File: config.mk
export PLATFORM = sky130hd
export DESIGN_NAME = logic_table_loader
export DESIGN_NICKNAME = d
export VERILOG_FILES = /design/src/rtl/logic_loader_pkg.sv /design/src/rtl/logic_frame_rx.sv /design/src/rtl/logic_table_loader.sv
export SDC_FILE = /design/constraint.sdc
export NUM_CORES = 1
export LEC_CHECK = 0
export CORE_MARGIN = 4
export CORE_UTILIZATION = 44
export CTS_CLUSTER_DIAMETER = 80
export CTS_CLUSTER_SIZE = 28
export DETAILED_ROUTE_END_ITERATION = 8
export GPL_TIMING_DRIVEN = 0
export SYNTH_ARGS = -nofsm -noshare
export SYNTH_HDL_FRONTEND = slang
export SYNTH_HIERARCHICAL = 1
export SYNTH_SLANG_ARGS = --single-unit
File: constraint.sdc
create_clock -name clk -period 4.31 [get_ports clk]
set_input_delay 1.0775 -clock clk [delete_from_list [all_inputs] [get_ports clk]]
set_output_delay 1.0775 -clock clk [all_outputs]
set_load 0.005 [all_outputs]
File: src/rtl/logic_loader_pkg.sv
// logic_loader_pkg: shared command codes, defaults and parser state encoding
// for the logic table loader.
package logic_loader_pkg;
  localparam logic [7:0]  CMD_LOAD     = 8'h01;
  localparam logic [7:0]  CMD_INIT     = 8'h02;
  localparam logic [7:0]  CMD_RUN      = 8'h03;
  localparam logic [7:0]  HDR_BYTE_DEF = 8'hA5;
  localparam logic [15:0] TIMEOUT_DEF  = 16'd50000;
  typedef enum logic [2:0] {S_IDLE, S_CMD, S_ARG0, S_ARG1, S_PAY, S_CSUM} state_t;
  function automatic logic cmd_valid(input logic [7:0] c);
    return c inside {CMD_LOAD, CMD_INIT, CMD_RUN};
  endfunction
endpackage

File: src/rtl/logic_frame_rx.sv
// logic_frame_rx: host byte-stream framer with header detection, XOR checksum
// and inter-byte timeout; reports payload bytes and frame completion.
module logic_frame_rx
  import logic_loader_pkg::*;
#(
  parameter logic [15:0] TIMEOUT_CYC = TIMEOUT_DEF,
  parameter logic [7:0]  HDR_BYTE    = HDR_BYTE_DEF
) (
  input  logic       clk,
  input  logic       rstn,
  input  logic [7:0] rx_data,
  input  logic       rx_valid,
  output state_t     state,
  output logic [7:0] cmd,
  output logic [7:0] start,
  output logic [9:0] pay_idx,
  output logic       pay_stb,
  output logic       done_stb,
  output logic       csum_ok,
  output logic       err_stb
);
  state_t      state_q, state_d;
  logic [7:0]  cmd_q, cmd_d, start_q, start_d, cnt_q, cnt_d, csum_q, csum_d;
  logic [9:0]  k_q, k_d;
  logic [15:0] tmo_q, tmo_d;
  logic        timeout, last, byte_in;
  assign timeout = state_q != S_IDLE && tmo_q == TIMEOUT_CYC;
  // CNT of 0 wraps to 1023 here, giving the full 256-entry load
  assign last    = k_q == {cnt_q - 8'd1, 2'b11};
  assign byte_in = rx_valid && !timeout;
  always_comb begin
    state_d = state_q;
    cmd_d   = cmd_q;
    start_d = start_q;
    cnt_d   = cnt_q;
    k_d     = k_q;
    csum_d  = byte_in ? csum_q ^ rx_data : csum_q;
    tmo_d   = rx_valid ? '0 : (tmo_q == TIMEOUT_CYC ? tmo_q : tmo_q + 16'd1);
    if (timeout) state_d = S_IDLE;
    else if (rx_valid)
      case (state_q)
        S_IDLE: begin
          csum_d  = '0;
          state_d = rx_data == HDR_BYTE ? S_CMD : S_IDLE;
        end
        S_CMD: begin
          cmd_d   = rx_data;
          state_d = cmd_valid(rx_data) ? S_ARG0 : S_IDLE;
        end
        S_ARG0: begin
          start_d = rx_data;
          state_d = cmd_q == CMD_LOAD ? S_ARG1 : S_CSUM;
        end
        S_ARG1: begin
          cnt_d   = rx_data;
          k_d     = '0;
          state_d = S_PAY;
        end
        S_PAY: begin
          k_d     = k_q + 10'd1;
          state_d = last ? S_CSUM : S_PAY;
        end
        default: state_d = S_IDLE;
      endcase
  end
  always_ff @(posedge clk or negedge rstn)
    if (!rstn) begin
      state_q <= S_IDLE;
      cmd_q   <= '0;
      start_q <= '0;
      cnt_q   <= '0;
      csum_q  <= '0;
      k_q     <= '0;
      tmo_q   <= '0;
    end else begin
      state_q <= state_d;
      cmd_q   <= cmd_d;
      start_q <= start_d;
      cnt_q   <= cnt_d;
      csum_q  <= csum_d;
      k_q     <= k_d;
      tmo_q   <= tmo_d;
    end
  assign state    = state_q;
  assign cmd      = cmd_q;
  assign start    = start_q;
  assign pay_idx  = k_q;
  assign pay_stb  = byte_in && state_q == S_PAY;
  assign done_stb = byte_in && state_q == S_CSUM;
  assign csum_ok  = csum_q == rx_data;
  assign err_stb  = timeout || (byte_in && state_q == S_CMD && !cmd_valid(rx_data));
endmodule

File: src/rtl/logic_table_loader.sv
// logic_table_loader: writes host-framed event-table entries into the shadow
// RAM bank, swaps banks while the sequencer idles and issues init/run requests.
module logic_table_loader
  import logic_loader_pkg::*;
#(
  parameter logic [15:0] TIMEOUT_CYC = TIMEOUT_DEF,
  parameter logic [7:0]  HDR_BYTE    = HDR_BYTE_DEF
) (
  input  logic       clk,
  input  logic       rstn,
  input  logic [7:0] rx_data,
  input  logic       rx_valid,
  input  logic       Logic_end,
  output logic [9:0] Logic_Addr,
  output logic [7:0] Logic_Data,
  output logic       Logic_Wren,
  output logic       RAM_sel,
  output logic       RAM_init,
  output logic [7:0] Logic_Init_Ctrl,
  output logic       Logic_Init_wr,
  output logic [7:0] logic_start_addr,
  output logic       Logic_req,
  output logic       frame_ok,
  output logic       frame_err,
  output logic       busy
);
  state_t     state;
  logic [7:0] cmd, start;
  logic [9:0] pay_idx;
  logic       pay_stb, done_stb, csum_ok, err_stb;
  logic       good_load, good_init, good_run, swap_go, run_go;
  logic [9:0] addr_q, addr_d;
  logic [7:0] data_q, data_d, ctrl_q, ctrl_d, saddr_q, saddr_d;
  logic       wren_q, wren_d, sel_q, sel_d, init_q, init_d, iwr_q, iwr_d;
  logic       req_q, req_d, ok_q, ok_d, err_q, err_d;
  logic       swap_pend_q, swap_pend_d, run_pend_q, run_pend_d;
  logic_frame_rx #(.TIMEOUT_CYC(TIMEOUT_CYC), .HDR_BYTE(HDR_BYTE)) u_rx (
    .clk(clk), .rstn(rstn), .rx_data(rx_data), .rx_valid(rx_valid),
    .state(state), .cmd(cmd), .start(start), .pay_idx(pay_idx),
    .pay_stb(pay_stb), .done_stb(done_stb), .csum_ok(csum_ok), .err_stb(err_stb)
  );
  assign good_load = done_stb && csum_ok && cmd == CMD_LOAD;
  assign good_init = done_stb && csum_ok && cmd == CMD_INIT;
  assign good_run  = done_stb && csum_ok && cmd == CMD_RUN;
  assign swap_go   = swap_pend_q && Logic_end;
  // a pending swap blocks the request, so the request trails the toggle
  assign run_go    = run_pend_q && !swap_pend_q && Logic_end;
  always_comb begin
    wren_d      = pay_stb;
    addr_d      = pay_stb ? {start, 2'b00} + pay_idx : addr_q;
    data_d      = pay_stb ? rx_data : data_q;
    sel_d       = sel_q ^ swap_go;
    init_d      = init_q && !good_load;
    swap_pend_d = (good_load && !init_q) || (swap_pend_q && !swap_go);
    ctrl_d      = good_init ? start : ctrl_q;
    iwr_d       = good_init;
    saddr_d     = good_run ? start : saddr_q;
    run_pend_d  = good_run || (run_pend_q && !run_go);
    req_d       = run_go;
    ok_d        = done_stb && csum_ok;
    err_d       = err_stb || (done_stb && !csum_ok);
  end
  always_ff @(posedge clk or negedge rstn)
    if (!rstn) begin
      addr_q      <= '0;
      data_q      <= '0;
      wren_q      <= 1'b0;
      sel_q       <= 1'b0;
      init_q      <= 1'b1;
      swap_pend_q <= 1'b0;
      ctrl_q      <= '0;
      iwr_q       <= 1'b0;
      saddr_q     <= '0;
      run_pend_q  <= 1'b0;
      req_q       <= 1'b0;
      ok_q        <= 1'b0;
      err_q       <= 1'b0;
    end else begin
      addr_q      <= addr_d;
      data_q      <= data_d;
      wren_q      <= wren_d;
      sel_q       <= sel_d;
      init_q      <= init_d;
      swap_pend_q <= swap_pend_d;
      ctrl_q      <= ctrl_d;
      iwr_q       <= iwr_d;
      saddr_q     <= saddr_d;
      run_pend_q  <= run_pend_d;
      req_q       <= req_d;
      ok_q        <= ok_d;
      err_q       <= err_d;
    end
  assign Logic_Addr       = addr_q;
  assign Logic_Data       = data_q;
  assign Logic_Wren       = wren_q;
  assign RAM_sel          = sel_q;
  assign RAM_init         = init_q;
  assign Logic_Init_Ctrl  = ctrl_q;
  assign Logic_Init_wr    = iwr_q;
  assign logic_start_addr = saddr_q;
  assign Logic_req        = req_q;
  assign frame_ok         = ok_q;
  assign frame_err        = err_q;
  assign busy             = state != S_IDLE;
endmodule

# [Yosys cells after proc, flatten, opt, wreduce, memory -nomap -nowiden]
# Cells that the tools add are included.
[word_totals] inputBits=12 out_inout_bits=42 elab_cells=96 reg_bits=104
[op_classes] muxes=14 n_addsub=4 reduce_logical=39 eq_ne=16 bitwise_logic=3
[ops] cell="== test 8 x 2 -> 1 bit (second input constant)" n=4
[ops] cell="two-way mux 16 bit" n=2
[ops] cell="two-way mux 8 bit" n=4
[ops] cell="case mux 10 bit (2 select lines)" n=1
[ops] cell="logical AND 1 bit" n=18
[ops] cell="adder 16 x 1 -> 16 bit (second input constant)" n=1
[ops] cell="== test 16 bit (second input constant)" n=1
[ops] cell="== test 8 x 1 -> 1 bit (second input constant)" n=2
[ops] cell="case mux 3 bit (5 select lines)" n=1
[ops] cell="AND reduction 3 bit" n=4
[ops] cell="adder 10 x 1 -> 10 bit (second input constant)" n=1
[ops] cell="adder 10 bit" n=1
[ops] cell="== test 10 bit" n=1
[ops] cell="two-way mux 3 bit" n=3
[ops] cell="== test 8 bit" n=1
[ops] cell="== test 8 bit (second input constant)" n=1
[ops] cell="zero test 1 bit" n=8
[ops] cell="subtractor 8 x 1 -> 8 bit (second input constant)" n=1
[ops] cell="bitwise XOR 8 bit" n=1
[ops] cell="== test 3 x 2 -> 1 bit (second input constant)" n=2
[ops] cell="== test 3 bit (second input constant)" n=2
[ops] cell="nonzero test 3 bit" n=2
[ops] cell="logical OR 1 bit" n=4
[ops] cell="nonzero test 2 bit" n=2
[ops] cell="7 further kinds" n=8

# [Longest topological paths before layout]
[depth] ltp_word=9 ltp_mapped=11 mapped_depth_nobuf=10

# [By module]
# Netlist, hierarchy kept.
[by_module_without_submodules] mod="logic_frame_rx" area_each_um2=3259.4 n_inst=1 cells_each=332 seq_area_each_um2=1526.5
[by_module_without_submodules] mod="logic_table_loader" area_each_um2=1956.9 n_inst=1 cells_each=152 seq_area_each_um2=1077.3

# [Least setup slack after synthesis]
# OpenSTA, ideal clock, no wires.
[synth_timing] path_type="input-to-reg" from="input rx_data[2]" to="register ctrl_q[0] (netlist: Logic_Init_Ctrl[0])" path_slack_ns=1.773 t_required_ns=4.185 n_path_buf=1 stages=8 t_arrival_ns=2.413 setup_ns=0.125 cell_sequence="clkbuf_1 -> xnor2_1 -> nand4_1 -> nor2_1 -> and2_1 -> and3_2 -> nand3b_4 -> mux2_2"
[synth_between] elab_chain_cells=3
[synth_rtl] element="start, declared" line_no="logic_table_loader.sv:11" source="input logic [7:0] rx_data,"
[synth_rtl] element="== test 8 bit" line_no="logic_frame_rx.sv:90" source="assign csum_ok = csum_q == rx_data;"
[synth_rtl] element="via csum_ok" line_no="logic_table_loader.sv:30" source="logic pay_stb, done_stb, csum_ok, err_stb;"
[synth_rtl] element="logical AND 1 bit"
[synth_rtl] element="via ok_d" line_no="logic_table_loader.sv:35" source="logic req_q, req_d, ok_q, ok_d, err_q, err_d;"
[synth_rtl] element="logical AND 1 bit" line_no="logic_table_loader.sv:43" source="assign good_init = done_stb && csum_ok && cmd == CMD_INIT;"
[synth_rtl] element="end signal, assigned" line_no="logic_table_loader.sv:85" source="ctrl_q <= ctrl_d;"
[synth_rtl] element="end, declared" line_no="logic_table_loader.sv:33" source="logic [7:0] data_q, data_d, ctrl_q, ctrl_d, saddr_q, saddr_d;"
# The timed path passes the listed nets, and every way through them passes these cells.
# A chain may end at the register's enable or synchronous reset.

# [Worst setup path after layout]
[layout_timing] from="input rx_valid" to="register data_q[3] (netlist: Logic_Data[3])"
[layout_between] elab_chain_cells=2
[layout_rtl] element="start, declared" line_no="logic_table_loader.sv:12" source="input logic rx_valid,"
[layout_rtl] element="logical AND 1 bit" line_no="logic_frame_rx.sv:30" source="assign byte_in = rx_valid && !timeout;"
[layout_rtl] element="logical AND 1 bit" line_no="logic_frame_rx.sv:88" source="assign pay_stb = byte_in && state_q == S_PAY;"
[layout_rtl] element="via pay_stb" line_no="logic_table_loader.sv:30"
[layout_rtl] element="end signal, assigned" line_no="logic_table_loader.sv:80" source="data_q <= data_d;"
[layout_rtl] element="end, declared" line_no="logic_table_loader.sv:33"
# The timed path passes the listed nets, and every way through them passes these cells.

==> impl_metrics.py <==
metrics = {
    "run_status": {
        "status": "complete, no violations",
    },
    "global_route": {
        "first_global_vias": 3793,
        "grt_antenna_before_repair": 0,
        "grt.total_usage_pct": 18.72,
        "sum_of_overflow_across_all_layers_after_global_routing": 0,
        "maximum_number_of_pins_on_one_net_before_global_route_repair": 72,
        "grt_pass1_wl_microns": 19570,
    },
    "cells_and_area": {
        "final_cell_mix": "103 x sky130_fd_sc_hd__dfrtp_1, 58 x sky130_fd_sc_hd__nand2_1, 52 x sky130_fd_sc_hd__clkdlybuf4s50_1",
        "filler_cell_count": 1028,
        "final_core_utilization_pct": 54.14,
        "layout-drive-gt1-share_pct": 14.80,
        "multi_input_comb_area_sq_um": 2467,
        "layout.nets": 573,
        "final_non_filler_cell_total": 697,
        "layout-area-overhead-vs-synth_pct": 19.53,
        "n_antenna_cell": 0,
        "seqCellArea_sq_um": 2604,
        "layout_commonest_cell": "sky130_fd_sc_hd__dfrtp_1",
    },
    "worst_setup_path": {
        "worst-endpoint-arrival_ns": 3.33,
        "critPathLaunchType": "input pin",
        "critical-path-max-stage-delay_ns": 0.64,
        "cp.buffers_inverters": 3,
        "cp_max_fo": 14,
        "worstSetupPathType": "in2reg",
        "worst_r2r_endpoint": "Logic_Data[3]",
        "crit_family": "buffers and inverters",
        "timing.critical_path.to": "Logic_Data[3]",
        "crit_slowest_cell": "sky130_fd_sc_hd__clkdlybuf4s50_1",
        "timing.critical_path.required_ns": 4.55,
        "critical_path.reg2reg.startpoint": "u_rx/tmo_q[0]",
        "cp-startpoint": "rx_valid",
        "critPathCaptureType": "flip-flop",
        "path_cells": "clkdlybuf4s50_1 -> nand4_2 -> inv_2 -> buf_1 -> mux2_2",
        "cp.depth": 5,
        "r2r.worst_path.cells": 8,
        "flop_to_flop_setup_slack_ns": 1.57,
    },
    "sta": {
        "setup_viol": 0,
        "clock.fmax_ghz": 0.3241,
        "period_minus_slack_ns": 3.085,
        "period_share_pct": 71.58,
        "worst-slew-pin-transition_ns": 0.9434,
        "slew_violations": 0,
        "unrepaired_setup_endpoints_after_global_routing": "no",
        "timing.final.ws_setup_ns": 1.225,
        "number_of_hold_violations_in_the_final_report": 0,
        "clock-skew-final_ns": 0.007963,
        "relSlewSlack_pct": 36.62,
    },
    "cts": {
        "cts_max_level": 3,
        "cts.repair.resized": 0,
        "clockRootBuffer": "sky130_fd_sc_hd__clkbuf_16",
        "cts_inserted_buffers": 9,
        "holdBufCountCts": 0,
        "clock_sinks": 104,
        "clk-insertion-delay-late_ns": 0.35,
        "clk_pin_slew_ns": 0.07,
        "postCtsSetupRepairBufs": 0,
        "cts.path.max_buffers": 2,
        "tritoncts": "done",
    },
    "place": {
        "io_buffers": 53,
        "gpl.final_weighted_congestion": 0.8444,
        "place_worst_setup_slack_ns": 0.8406,
        "dp_cells": 681,
        "detailed_place_hpwl_microns": 8339,
    },
    "yosys": {
        "synth_area_per_cell_sq_um": 10.78,
        "synth.net_count": 508,
        "ys_ff_latch": 104,
        "synth_top_flop_cell": "sky130_fd_sc_hd__dfrtp_1",
        "synth_cells": 484,
        "yosysSeqAreaShare_pct": 49.92,
        "synth_cell_type_count": 65,
        "synthesis.area_sq_um": 5216,
        "synth_edf_count": 0,
        "async_reset_ff_share_pct": 100.0,
        "synth_warnings": 6,
    },
    "floorplan": {
        "die_y_extent_microns": 116.9,
        "num_rows": 39,
        "floorplan.core_area_sq_um": 11520,
        "initial_core_util_pct": 45.30,
        "die_w_microns": 116.9,
        "top_level_ports": 54,
        "die-area_sq_um": 13660,
    },
    "min_path": {
        "whs_path_depth": 1,
        "hp-class": "reg2reg",
    },
    "routing": {
        "average_vias_per_placed_instance": 5.392,
        "starting_drt_drc_count": 215,
        "route.antenna.remaining_nets": 0,
        "drt_pass1_iterations": 4,
        "detail_route.wl_per_cell_microns": 16.86,
        "dr_total_vias": 3758,
        "drc": 0,
        "drt_wl_total_microns": 11750,
    },
    "power_and_ir_drop": {
        "post-layout-total-power_mw": 1.962,
        "vdd.ir_drop.worst_uv": 252.4,
        "p_leak_nw": 2.879,
        "p_per_area_nw_per_um2": 314.7,
    },
    "job": {
        "maxCapViolCount": 0,
    },
}
-- layer usage --
layer	GRT usage [%]	share of wire, %	vias up
met2	28.33	47	57
met5	0	0	-
met4	8.639	1.6	0
met3	3.188	2.2	16
met1	26.35	49	1856
li1	-	-	1829
-- flip-flops by register name, summed over array words and instances (netlist names) --
signal            count
u_rx/pay_idx         10
RAM_sel               1
Logic_req             1
u_rx/start            8
Logic_Data            8
run_pend_q            1
frame_ok              1
u_rx/state            3
swap_pend_q           1
u_rx/cmd              8
u_rx/csum_q           8
Logic_Wren            1
u_rx/cnt_q            8
u_rx/tmo_q           16
Logic_Addr           10
logic_start_addr      8
RAM_init              1
frame_err             1
Logic_Init_wr         1
Logic_Init_Ctrl       8
-- cells in the mapped netlist, drive strengths merged, types with 2 or more instances --
master   instances  share of area, %
dfrtp          103                49
nand2           59               4.6
mux2            45                10
nor2            35               2.8
o21ai           28               2.7
xor2            21               3.5
inv             19               1.4
xnor2           18               3.0
nand3           15               1.8
clkbuf          13              0.94
and3            11               1.3
ha              11               2.6
nand4           11               1.6
a21oi            9              0.86
nor4             9               1.2
nor3             8              0.77
nand3b           7               1.5
or3              6              0.72
a211oi           4              0.58
buf              4              0.48
nor2b            4              0.48
o211ai           4              0.58
o21a             4              0.72
o31ai            4              0.58
a21boi           2              0.29
a21o             2              0.29
a31oi            2              0.24
and2             2              0.24
and4bb           2              0.48
nand2b           2              0.24
nor3b            2              0.29
o2bb2ai          2              0.34
or4              2              0.36
-- area by class of cell --
| cell class | instances | area share (%) |
|---|---|---|
| repair buffers | 54 | 8.910 |
| well taps | 143 | 2.870 |
| multi-input cells | 344 | 39.57 |
| clock buffers | 9 | 3.612 |
| clock inverters | 7 | 0.9432 |
| plain buffers | 17 | 1.184 |
| flip-flops and latches | 104 | 41.76 |
| inverters | 19 | 1.144 |
-- power by group --
part | switching, mW | internal, mW | total (mW)
clock | 0.390 | 0.402 | 0.792
combinational | 0.0715 | 0.0678 | 0.139
sequential | 0.0262 | 1.00 | 1.03
total | 0.487 | 1.47 | 1.96
-- kinds of logic after synthesis --
| group | share of synthesized area (%) |
|---|---|
| buf+inv | 2.782 |
| flops | 49.92 |
| compound gates | 8.275 |
| xor+xnor | 6.548 |
| fa+ha+maj | 3.022 |
| mux | 10.48 |
| simple gates | 18.97 |
-- worst register-to-register path, stage by stage (launching register included) --
cell and delay, ns:
sky130_fd_sc_hd__dfrtp_1 0.42, sky130_fd_sc_hd__inv_1 0.06, sky130_fd_sc_hd__ha_1 0.20, sky130_fd_sc_hd__and3_1 0.19
sky130_fd_sc_hd__nand4_2 0.16, sky130_fd_sc_hd__nand4_2 0.26, sky130_fd_sc_hd__inv_2 0.32, sky130_fd_sc_hd__buf_1 0.59
sky130_fd_sc_hd__mux2_2 0.42
-- metrics by stage --
stage	hold slack [ns]	area, sq um	TNS [ns]
final	0.4703	6235	0
after CTS	0.4777	6235	0
after global placement	0.4624	5926	-188.00
after floorplan	0.4570	5216	0
after detailed placement	0.4645	5951	0
after global routing	0.4848	6235	0
-- worst min path at each step --
stage | startpoint | end | slack [ns]
after floorplan | RAM_init | RAM_init | 0.46
after global placement | RAM_init | RAM_init | 0.46
after detailed placement | RAM_sel | RAM_sel | 0.46
after CTS | RAM_init | RAM_init | 0.48
after global routing | RAM_init | RAM_init | 0.48
final | RAM_sel | RAM_sel | 0.47
Power figures use the tool's default switching activity.
